**config.mk**
```make
export PLATFORM = sky130hd
export DESIGN_NAME = secuenciador_pisos
export DESIGN_NICKNAME = d
export VERILOG_FILES = /design/src/rtl/secuenciador_pisos.sv
export SDC_FILE = /design/constraint.sdc
export NUM_CORES = 1
export LEC_CHECK = 0
export ABC_CLOCK_PERIOD_IN_PS = 3100
export CORE_MARGIN = 10
export CORE_UTILIZATION = 45
export CTS_CLUSTER_SIZE = 40
export DETAILED_ROUTE_END_ITERATION = 16
export GPL_TIMING_DRIVEN = 0
export MAX_ROUTING_LAYER = met4
export REMOVE_ABC_BUFFERS = 1
export SLEW_MARGIN = 20
export SYNTH_ARGS = -nofsm -noshare
export SYNTH_HDL_FRONTEND = slang
export SYNTH_SLANG_ARGS = --single-unit
```
**constraint.sdc**
```tcl
create_clock -name clk_nuevo -period 3.1 [get_ports clk_nuevo]
set_input_delay 0.62 -clock clk_nuevo [delete_from_list [all_inputs] [get_ports clk_nuevo]]
set_output_delay 0.62 -clock clk_nuevo [all_outputs]
set_load 0.05 [all_outputs]
```
**src/rtl/secuenciador_pisos.sv**
```systemverilog
// Elevator floor sequencer: latches per-floor calls, sweeps the car in one
// direction while calls remain ahead, stops at called floors and holds the
// doors open for a fixed dwell, then reverses or goes idle.
module secuenciador_pisos #(
   parameter int N_PISOS  = 4,
   parameter int FW       = 2,
   parameter int T_VIAJE  = 50000000,
   parameter int T_PUERTA = 100000000,
   parameter int CW       = 27
) (
   input  logic               clk_nuevo,
   input  logic               rst_n,
   input  logic [N_PISOS-1:0] llamada,
   output logic [FW-1:0]      piso,
   output logic [1:0]         direccion,
   output logic               puerta,
   output logic               llegada,
   output logic [N_PISOS-1:0] pendientes
);

   typedef enum logic [1:0] {IDLE = 2'd0, MOVING = 2'd1, DOORS = 2'd2} estado_t;

   localparam logic [1:0] DIR_NADA  = 2'b00;
   localparam logic [1:0] DIR_SUBE  = 2'b01;
   localparam logic [1:0] DIR_BAJA  = 2'b10;
   localparam logic [CW-1:0] FIN_VIAJE  = CW'(T_VIAJE - 1);
   localparam logic [CW-1:0] FIN_PUERTA = CW'(T_PUERTA - 1);

   estado_t            estado;
   logic [CW-1:0]      timer;
   logic               sube;       // remembered sweep direction, 1 = up
   logic               arriba, abajo, adelante, atras;
   logic [FW-1:0]      piso_sig;
   logic [N_PISOS-1:0] pend_set, uno_piso, uno_sig;

   // Calls above/below the car from the registered pending vector, plus the
   // floor the car would reach on the next step and one-hot clear masks.
   always_comb begin
      arriba   = 1'b0;
      abajo    = 1'b0;
      uno_piso = '0;
      uno_sig  = '0;
      for (int i = 0; i < N_PISOS; i++) begin
         if (i > int'(piso)) arriba = arriba | pendientes[i];
         if (i < int'(piso)) abajo  = abajo  | pendientes[i];
      end
      piso_sig          = sube ? piso + FW'(1) : piso - FW'(1);
      uno_piso[piso]    = 1'b1;
      uno_sig[piso_sig] = 1'b1;
      pend_set          = pendientes | llamada;
      adelante          = sube ? arriba : abajo;
      atras             = sube ? abajo : arriba;
   end

   // Main sequencer: state, floor, timer, pending calls and registered outputs.
   // Clear-on-serve overrides the incoming call for the same bit.
   always_ff @(posedge clk_nuevo or negedge rst_n) begin
      if (!rst_n) begin
         estado     <= IDLE;
         piso       <= '0;
         direccion  <= DIR_NADA;
         puerta     <= 1'b0;
         llegada    <= 1'b0;
         pendientes <= '0;
         timer      <= '0;
         sube       <= 1'b1;
      end else begin
         llegada    <= 1'b0;
         pendientes <= pend_set;
         case (estado)
            IDLE: begin
               timer <= '0;
               if (pendientes[piso]) begin
                  // Call at the resting floor: open without committing a sweep.
                  estado     <= DOORS;
                  puerta     <= 1'b1;
                  direccion  <= DIR_NADA;
                  pendientes <= pend_set & ~uno_piso;
               end else if (adelante) begin
                  estado    <= MOVING;
                  direccion <= sube ? DIR_SUBE : DIR_BAJA;
               end else if (atras) begin
                  estado    <= MOVING;
                  sube      <= ~sube;
                  direccion <= sube ? DIR_BAJA : DIR_SUBE;
               end
            end
            MOVING: begin
               if (timer == FIN_VIAJE) begin
                  timer <= '0;
                  piso  <= piso_sig;
                  // A call raised on the very step edge still stops the car.
                  if (pend_set[piso_sig]) begin
                     estado     <= DOORS;
                     puerta     <= 1'b1;
                     llegada    <= 1'b1;
                     pendientes <= pend_set & ~uno_sig;
                  end
               end else begin
                  timer <= timer + CW'(1);
               end
            end
            DOORS: begin
               if (llamada[piso]) begin
                  // Repeat call while open: absorb it and restart the dwell.
                  timer      <= '0;
                  pendientes <= pend_set & ~uno_piso;
               end else if (timer == FIN_PUERTA) begin
                  timer  <= '0;
                  puerta <= 1'b0;
                  if (adelante) begin
                     estado    <= MOVING;
                     direccion <= sube ? DIR_SUBE : DIR_BAJA;
                  end else if (atras) begin
                     estado    <= MOVING;
                     sube      <= ~sube;
                     direccion <= sube ? DIR_BAJA : DIR_SUBE;
                  end else begin
                     estado    <= IDLE;
                     direccion <= DIR_NADA;
                  end
               end else begin
                  timer <= timer + CW'(1);
               end
            end
            default: begin
               estado    <= IDLE;
               timer     <= '0;
               puerta    <= 1'b0;
               direccion <= DIR_NADA;
            end
         endcase
      end
   end

endmodule

```
* Yosys cells after proc, flatten, opt, wreduce, memory -nomap -nowiden
Cells that the tools add are included.
** Word-level totals
- Register bits after elaboration :: 40
- Memories kept :: 0
- ROM bits :: 0
- Output and inout bits :: 10
- Bits of input ports :: 6
- Latch bits :: 0
- RAM bits :: 0
- Logic and storage cells :: 115
** Cells by class
- Divide/modulo/power cells :: 0
- Order comparisons :: 10
- Multiplexer cells :: 63
- Multipliers :: 0
- Shifts and indexed selects :: 0
- Add/sub/neg operators :: 3
- Reductions and logical operators :: 9
- Bitwise gates (word level) :: 11
- Equal/unequal tests :: 11
** Operators with widths (count)
- $mux W27 :: 3
- $pmux W27 S2 :: 1
- $mux W2 :: 17
- $mux W1 :: 28
- $add A27 B1 Y27 const B :: 1
- $eq A27 B26 Y1 const B :: 1
- $eq A27 B27 Y1 const B :: 1
- $mux W4 :: 4
- $ne A2 B2 Y1 const B :: 6
- $pmux W2 S3 :: 2
- $pmux W4 S3 :: 1
- $reduce_and A5 Y1 :: 2
- $and A4 B4 Y4 :: 2
- $not A4 Y4 :: 2
- $reduce_and A4 Y1 :: 2
- $bmux W1 S2 :: 3
- $lt A2 B3 Y1 const B :: 2
- $demux W1 S2 :: 2
- $ge A2 B1 Y1 const B :: 2
- $gt A2 B2 Y1 const A :: 2
- $lt A1 B2 Y1 const A :: 2
- $ne A4 B4 Y1 const B :: 1
- $or A1 B1 Y1 :: 4
- $or A4 B4 Y4 :: 1
- 13 further kinds :: 15

* Logic depth before layout (Yosys ltp)
Gate-level depths: netlist of run 1.
- Word-level depth :: 12
- Mapped depth :: 8
- Depth with buffers taken out :: 7

* Least setup slack after synthesis of run 1
No wires, ideal clock.
- Path type :: reg2reg
- From :: register piso[0]
- To :: register estado[0]
- Period minus slack after synthesis :: 3.160 ns
- Arrival time :: 3.035 ns
- Path slack :: -0.060 ns
- Stages on the path, launching flop included :: 9
- Library setup time :: 0.125 ns
- Cell sequence :: dfrtp_1 clkbuf_1 inv_1 ha_1 xor2_1 mux4_2 o31a_1 or3_4 mux2_4
** On the way
- Word-level cells in the longest chain between the ends :: 12
- Elaborated cells between the ends (all ways) :: 38
- Classes of those cells :: add/sub (2); order compare (6); eq/ne (3); mux (22); bitwise (4); reduce/logical (1)
** RTL lines
- from (decl) :: RTL line 14 : output logic [FW-1:0] piso,
- from (signal assigned) :: RTL line 91 : piso <= piso_sig;
- $gt A1 B2 Y1 or $lt A1 B2 Y1 (tied branches) :: RTL line 44, 45
- $mux W1 (on tied branches) :: RTL line 44, 45
- $or A1 B1 Y1 (on tied branches) :: RTL line 44, 45
- $mux W1 (on tied branches) :: RTL line 44, 45
- $or A1 B1 Y1 (on tied branches) :: RTL line 44, 45
- $mux W1 (on tied branches) :: RTL line 44, 45
- $mux W1 :: RTL line 52 : atras = sube ? abajo : arriba;
- $mux W1 :: RTL line 114 : end else if (atras) begin
- $mux W1 :: RTL line 111 : if (adelante) begin
- $mux W2 :: RTL line 108 : end else if (timer == FIN_PUERTA) begin
- $mux W2 :: RTL line 104 : if (llamada[piso]) begin
- $pmux W2 S3 :: RTL line 70 : case (estado)
- to (signal assigned) :: RTL line 75 : estado <= DOORS;
- to (signal assigned) :: RTL line 112 : estado <= MOVING;
- to (signal assigned) :: RTL line 115 : estado <= MOVING;
- to (decl) :: RTL line 29 : estado_t estado;
Several ways; a longest one is shown, not always the timed one. The select of a mux whose other input is x is not followed.
A chain may end at the register's enable or synchronous reset.

* Worst setup path after layout of run 1
Same ends and word-level chain as after synthesis.

==> flow_summary.yaml, run 1 <==
critical_path:
  cp_slowest_stage_delay_ps: 510
  critPathMaxFanout: 11
  critical_path_required_ps: 3280
  start_kind: "register"
  critical_path.endpoint_type: "register"
  reg2reg_from: "piso[0]"
  critical_path_arrival_ps: 3070
  criticalPathCategory: "reg2reg"
  worst_path_slowest_cell: "dfrtp_2"
  critPathLaunch: "piso[0]"
  timing.critical_path.cells: "inv_1, ha_1, xor2_1, mux4_2, o31a_1, or3_4, mux2_4"
timing:
  fmaxAchievable_mhz: 345
  timing_worst_slew_pin_value_ps: 697
  final-max-slew-violation-count: 0
  timing.clock.skew_ps: 9.73
  period_share_pct: 93.4
  finalWorstSetupSlack_ps: 206
  timing.final.hold_violations: 0
  post_route_minimum_period_ps: 2890
  setup_violations: 0
  setup-tns-final_ps: 0
  slew-limit-headroom_pct: 53.1
  rsz0062_at_grt: "no"
finish:
  post_route_cells_drive_above_1_share_pct: 9.89
  finish.cell_count_without_fillers: 333
  finish.net_count: 279
  syn2layout_area_growth_pct: 14.5
  antenna_cells_inserted: 0
die:
  die_width_um: 92.1
  site_rows: 26
  die_y_um: 92.1
  boundaryPins: 16
  initial_utilization_pct: 46.1
  area_of_the_core_region_um2: 5070
  die_area_um2: 8480
yosys:
  synthArstFlopShare_pct: 100
  syn-cell-area_um2: 2340
  postSynthAreaPerCell_um2: 9.54
  ys_seq_elements: 40
  synth-seq-area-share_pct: 42.9
  post_synth_num_cell_types: 47
  synthesis.yosys.warnings: 0
  post_synth_top_flop: "dfrtp_1"
  syn_inst_count: 245
  count_of_flip_flops_with_a_built_in_enable_after_synthesis: 0
place:
  place_inst: 325
  placement.io_buffers: 15
  dp_slack_ps: 38.5
  final_gp_congestion: 0.857
  dp_hpwl_um: 3560
drt:
  post-route-drc-count: 0
  drt_pre_antenna_iters: 4
  drt.antenna.violating_nets: 0
  detail_route.iter0.violations: 72
  avgViaCountPerCell: 5.42
  routed_wire_length_per_instance_um: 14.5
  vias: 1805
  finalWirelength_um: 4840
global_route:
  grt_antenna_before_repair: 0
  grt_pass1_wl_um: 8640
  number_of_global_route_vias_before_repair: 1838
  overall_fraction_of_global_route_tracks_in_use_pct: 12.5
  grt_max_degree: 25
  grt.overflow.total: 0
clock_tree:
  numCtsBuffers: 5
  cts_tree: "done"
  post-cts-setup-buffers: 0
  worst_setup_hold_path_clk_slew_ps: 80
  cts_max_level: 2
  ctsLongestPathBuffers: 2
  clk_root_buffer_cell: "clkbuf_8"
  cts_sinks: 40
  worst_skew_pair.late_latency_ps: 290
power_and_ir_drop:
  ir_drop_mv: 0.186
  seq_power_share_pct: 56.6
  pwr-share-comb_pct: 4.9
  clock_power_share_pct: 38.6
  netSwitchingFraction_pct: 23.1
  switching_power_mw: 0.216
  power_density_nw_per_um2: 350
  internal_portion_of_total_power_mw: 0.720
  power_leakage_nw: 1.11
status:
  status: "complete, no violations"
hold_path:
  worst_hold_path_type: "in2async"
job:
  timing.max_cap.violations: 0
==> path summary, 6_finish.rpt <==
path,end,slack (ps),cells after the start
worst max-delay path,estado[0],210,7
worst min-delay path,pendientes[1],250,1
worst max register to register,estado[0],210,7
worst min register to register,direccion[0],510,1
max in group asynchronous,timer[10],2370,2
min in group clk_nuevo,direccion[0],510,1
==> synth_stat cells (all sizes together), types with 2 or more instances <==
cell type   n  area [µm²]
and2        4        25.0
o21ai       3        15.0
xnor2      14         123
nand4       8        50.1
o31a        2        18.8
a21oi       8        40.0
o21a        3        22.5
buf         2        10.0
nor3        9        45.0
or4         4        30.0
mux2        3        37.5
xor2       14         123
ha         11         138
or2         2        12.5
and3        4        25.0
o31ai       2        15.0
mux4        3        67.6
nor4        5        37.5
clkbuf      5        18.8
nor2       43         161
nand4b      2        17.5
nand3      11        55.1
inv         9        33.8
dfrtp      39         976
nand2      17        63.8
==> kinds of logic after synthesis <==
group | synth area share, %
simple gates | 24.9
flops | 42.9
xor+xnor | 10.5
compound gates | 8.24
buf+inv | 2.68
fa+ha+maj | 5.89
mux | 4.92
==> metal layers <==
metal  share of wire [%]  up-vias  global-route usage [%]  routed length (µm)
li1                    -      897                       -                   -
met1                  47      864                    15.0                2280
met2                  46       38                    19.5                2250
met3                 5.3        6                    3.83                 257
met4                 1.1        0                    4.11                  55
met5                   0        -                       -                   0
==> cells in the final DEF, fill, tap and decap left out, types with 2 or more instances in the layout <==
cell type	count
clkinv_2	2
and3_1	4
nor4_1	3
xor2_1	14
nor3_1	9
or2_2	2
nor4_2	2
nand3_1	11
o21a_1	3
mux4_2	3
nor2_1	43
mux2_2	2
or4_1	4
nand4b_1	2
and2_1	4
inv_1	9
clkbuf_8	6
nand4_1	8
dfrtp_1	38
o21ai_0	2
xnor2_1	14
clkdlybuf4s50_1	14
nand2_1	17
o31ai_1	2
ha_1	11
a21oi_1	8
==> per-stage QoR <==
step | utilization (%) | power [mW] | cell area (µm²) | hold WS, ps
2_1_floorplan | - | 0.558 | 2310 | 324
3_3_place_gp | 50.2 | 0.583 | 2550 | 491
3_5_place_dp | 50.8 | 0.587 | 2580 | 495
4_1_cts | 52.6 | 0.954 | 2670 | 250
5_1_grt | 52.7 | 0.981 | 2680 | 258
6_report | 52.7 | 0.937 | 2680 | 249
==> what timing repair did <==
| item | in CTS | in global routing |
|---|---|---|
| hold buffers | 0 | 0 |
| setup endpoints to repair | 0 | 6 |
| gates resized for setup | 0 | 1 |
==> power by group through the flow <==
| stage | Combinational, mW | Sequential (mW) | Clock, mW |
|---|---|---|---|
| floorplan | 0.0156 | 0.543 | 0 |
| global placement | 0.0428 | 0.540 | 0 |
| detailed placement | 0.0470 | 0.540 | 0 |
| CTS | 0.0472 | 0.530 | 0.377 |
| global route | 0.0510 | 0.531 | 0.399 |
| finish | 0.0455 | 0.530 | 0.361 |
==> worst max-delay path, delay by kind of cell, from the launching register on <==
kind / cells / cell delay (ps)
mux: 2 / 700
flops: 1 / 510
simple gates: 1 / 420
fa+ha+maj: 1 / 360
compound gates: 1 / 330
xor+xnor: 1 / 300
buf+inv: 1 / 170
==> sequential cells by signal, summed over array words and instances (netlist names) <==
signal      count
timer          27
pendientes      4
direccion       2
estado          2
piso            2
llegada         1
puerta          1
sube            1
==> area by class of cell <==
class                           count  area (µm²)
Tap cell                           70        87.6
Clock inverter                      2        10.0
Fill cell                         505        2400
Sequential cell                    40        1000
Multi-Input combinational cell    189        1280
Inverter                            9        33.8
Timing Repair Buffer               17         176
Clock buffer                        6        82.6
Power figures use the tool's default switching activity.
==> run 2: changes to the inputs <==
==> constraint.sdc (replaced) <==
create_clock -name clk_nuevo -period 3.1 [get_ports clk_nuevo]
set_input_delay 0.93 -clock clk_nuevo [delete_from_list [all_inputs] [get_ports clk_nuevo]]
set_output_delay 0.93 -clock clk_nuevo [all_outputs]
set_load 0.05 [all_outputs]
==> results of run 2 <==
Same layout as run 1 (identical final DEF). Status: complete, no violations.
Main changes from that run: setup slack after placement 38.5 ps -> -49.1 ps; hold slack 249 ps -> 508 ps
==> run 3: changes to the inputs <==
--- a/config.mk
+++ b/config.mk
@@ -6,6 +6,7 @@
 export NUM_CORES = 1
 export LEC_CHECK = 0
 export ABC_CLOCK_PERIOD_IN_PS = 3100
+export CORE_ASPECT_RATIO = 1.5
 export CORE_MARGIN = 10
 export CORE_UTILIZATION = 45
 export CTS_CLUSTER_SIZE = 40
==> flow_summary.yaml, run 3 (synthesized netlist as in run 1, its figures left out) <==
drt:
  avgViaCountPerCell: 5.46
  post-route-drc-count: 0
  finalWirelength_um: 5040
  drt.antenna.violating_nets: 0
  routed_wire_length_per_instance_um: 15.2
  detail_route.iter0.violations: 33
  drt_pre_antenna_iters: 4
  vias: 1807
global_route:
  number_of_global_route_vias_before_repair: 1765
  overall_fraction_of_global_route_tracks_in_use_pct: 12.8
  grt_antenna_before_repair: 0
  grt.overflow.total: 0
  grt_max_degree: 27
  grt_pass1_wl_um: 8600
finish:
  finish.net_count: 279
  antenna_cells_inserted: 0
  syn2layout_area_growth_pct: 15.0
  post_route_cells_drive_above_1_share_pct: 9.51
  max_flop_register: "timer"
  layout_commonest_cell: "nor2_1"
  largest_register_ffs: 27
  layout_common_cells: "43 x nor2_1, 38 x dfrtp_1, 17 x nand2_1"
  reg_top3: "timer (27), pendientes (4)"
  post-route-util_pct: 52.9
timing:
  slew-limit-headroom_pct: 54.8
  timing.hold.ws_ps: 508
  fmaxAchievable_mhz: 346
  setup_violations: 0
  timing.final.hold_violations: 0
  period_share_pct: 93.2
  post_route_minimum_period_ps: 2890
  timing_worst_slew_pin_value_ps: 678
  final-max-slew-violation-count: 0
  timing.clock.skew_ps: 6.81
  rsz0062_at_grt: "no"
critical_path:
  criticalPathCategory: "reg2reg"
  critPathMaxFanout: 9
  r2r.worst_path.cells: 7
  critical_path.endpoint_type: "register"
  start_kind: "register"
  critical_path_required_ps: 3290
  worst_path_slowest_cell: "dfrtp_1"
  critical_path_arrival_ps: 3070
  crit_family: "multiplexers"
  cp_slowest_stage_delay_ps: 550
  timing.critical_path.cells: "inv_1, ha_1, xor2_1, mux4_2, o31a_1, or3_4, mux2_4"
  critPathBufInv: 1
  critical_path_cell_count: 7
clock_tree:
  worst_setup_hold_path_clk_slew_ps: 80
  cts_max_level: 2
  clk_root_buffer_cell: "clkbuf_8"
  numCtsBuffers: 5
  cts_tree: "done"
  worst_skew_pair.late_latency_ps: 300
  cts_sinks: 40
  ctsLongestPathBuffers: 2
  cts.hold.buffers_added: 0
power_and_ir_drop:
  power_density_nw_per_um2: 373
  ir_drop_mv: 0.248
  power_leakage_nw: 1.11
place:
  dp_hpwl_um: 3800
  final_gp_congestion: 0.853
  placement.io_buffers: 15
die:
  die_width_um: 78.8
  area_of_the_core_region_um2: 5080
  site_rows: 32
  boundaryPins: 16
  die_y_um: 108
  die_area_um2: 8540
  initial_utilization_pct: 46.0
job:
  timing.max_cap.violations: 0
hold_path:
  worst_hold_path_type: "reg2reg"
  hold_depth: 1
status:
  status: "complete, no violations"
## run 3: routing by layer
metal	global-route usage, %	vias to the layer above	wire (µm)
met5	-	-	0
met4	3.86	0	68
met3	3.57	6	199
met2	22.7	28	2700
met1	13.4	877	2070
li1	-	896	-
## run 3: timing repair
item                                    CTS  global route
endpoints found under the hold margin     0             0
buffers inserted                          0             0
endpoints found under the setup margin    0             2
resized for setup                         0             1
## run 3: final cells by class
cell class / instances / area [µm²]
Sequential cell: 40 / 1000
Clock inverter: 2 / 35.0
Inverter: 9 / 33.8
Tap cell: 68 / 85.1
Fill cell: 489 / 2400
Multi-Input combinational cell: 189 / 1280
Timing Repair Buffer: 17 / 176
Clock buffer: 6 / 72.6
## run 3: path summary, 6_finish.rpt
path,start,end,slack (ps)
min in group asynchronous,rst_n,pendientes[0],540
max in group asynchronous,rst_n,timer[21],2090
setup reg to reg,piso[1],estado[0],210
hold / removal,direccion[1],direccion[1],510
setup / recovery,piso[1],estado[0],210
hold reg to reg,direccion[1],direccion[1],510
## run 3: through the flow
stage	instance area, µm²	power, mW	TNS [ps]	std cells	worst slack (ps)
after floorplan	2310	0.558	0	238	21.4
after global placement	2540	0.584	-13830	321	-541
after detailed placement	2570	0.588	-54.5	323	-54.5
after CTS	2680	1.01	0	331	65.3
after global routing	2690	1.04	0	331	109
final	2690	1.00	0	331	212
## run 3: report_power, final
part | switching [mW] | internal, mW
registers | 0.00475 | 0.525
logic | 0.0286 | 0.0174
clock network | 0.187 | 0.239
total | 0.220 | 0.782
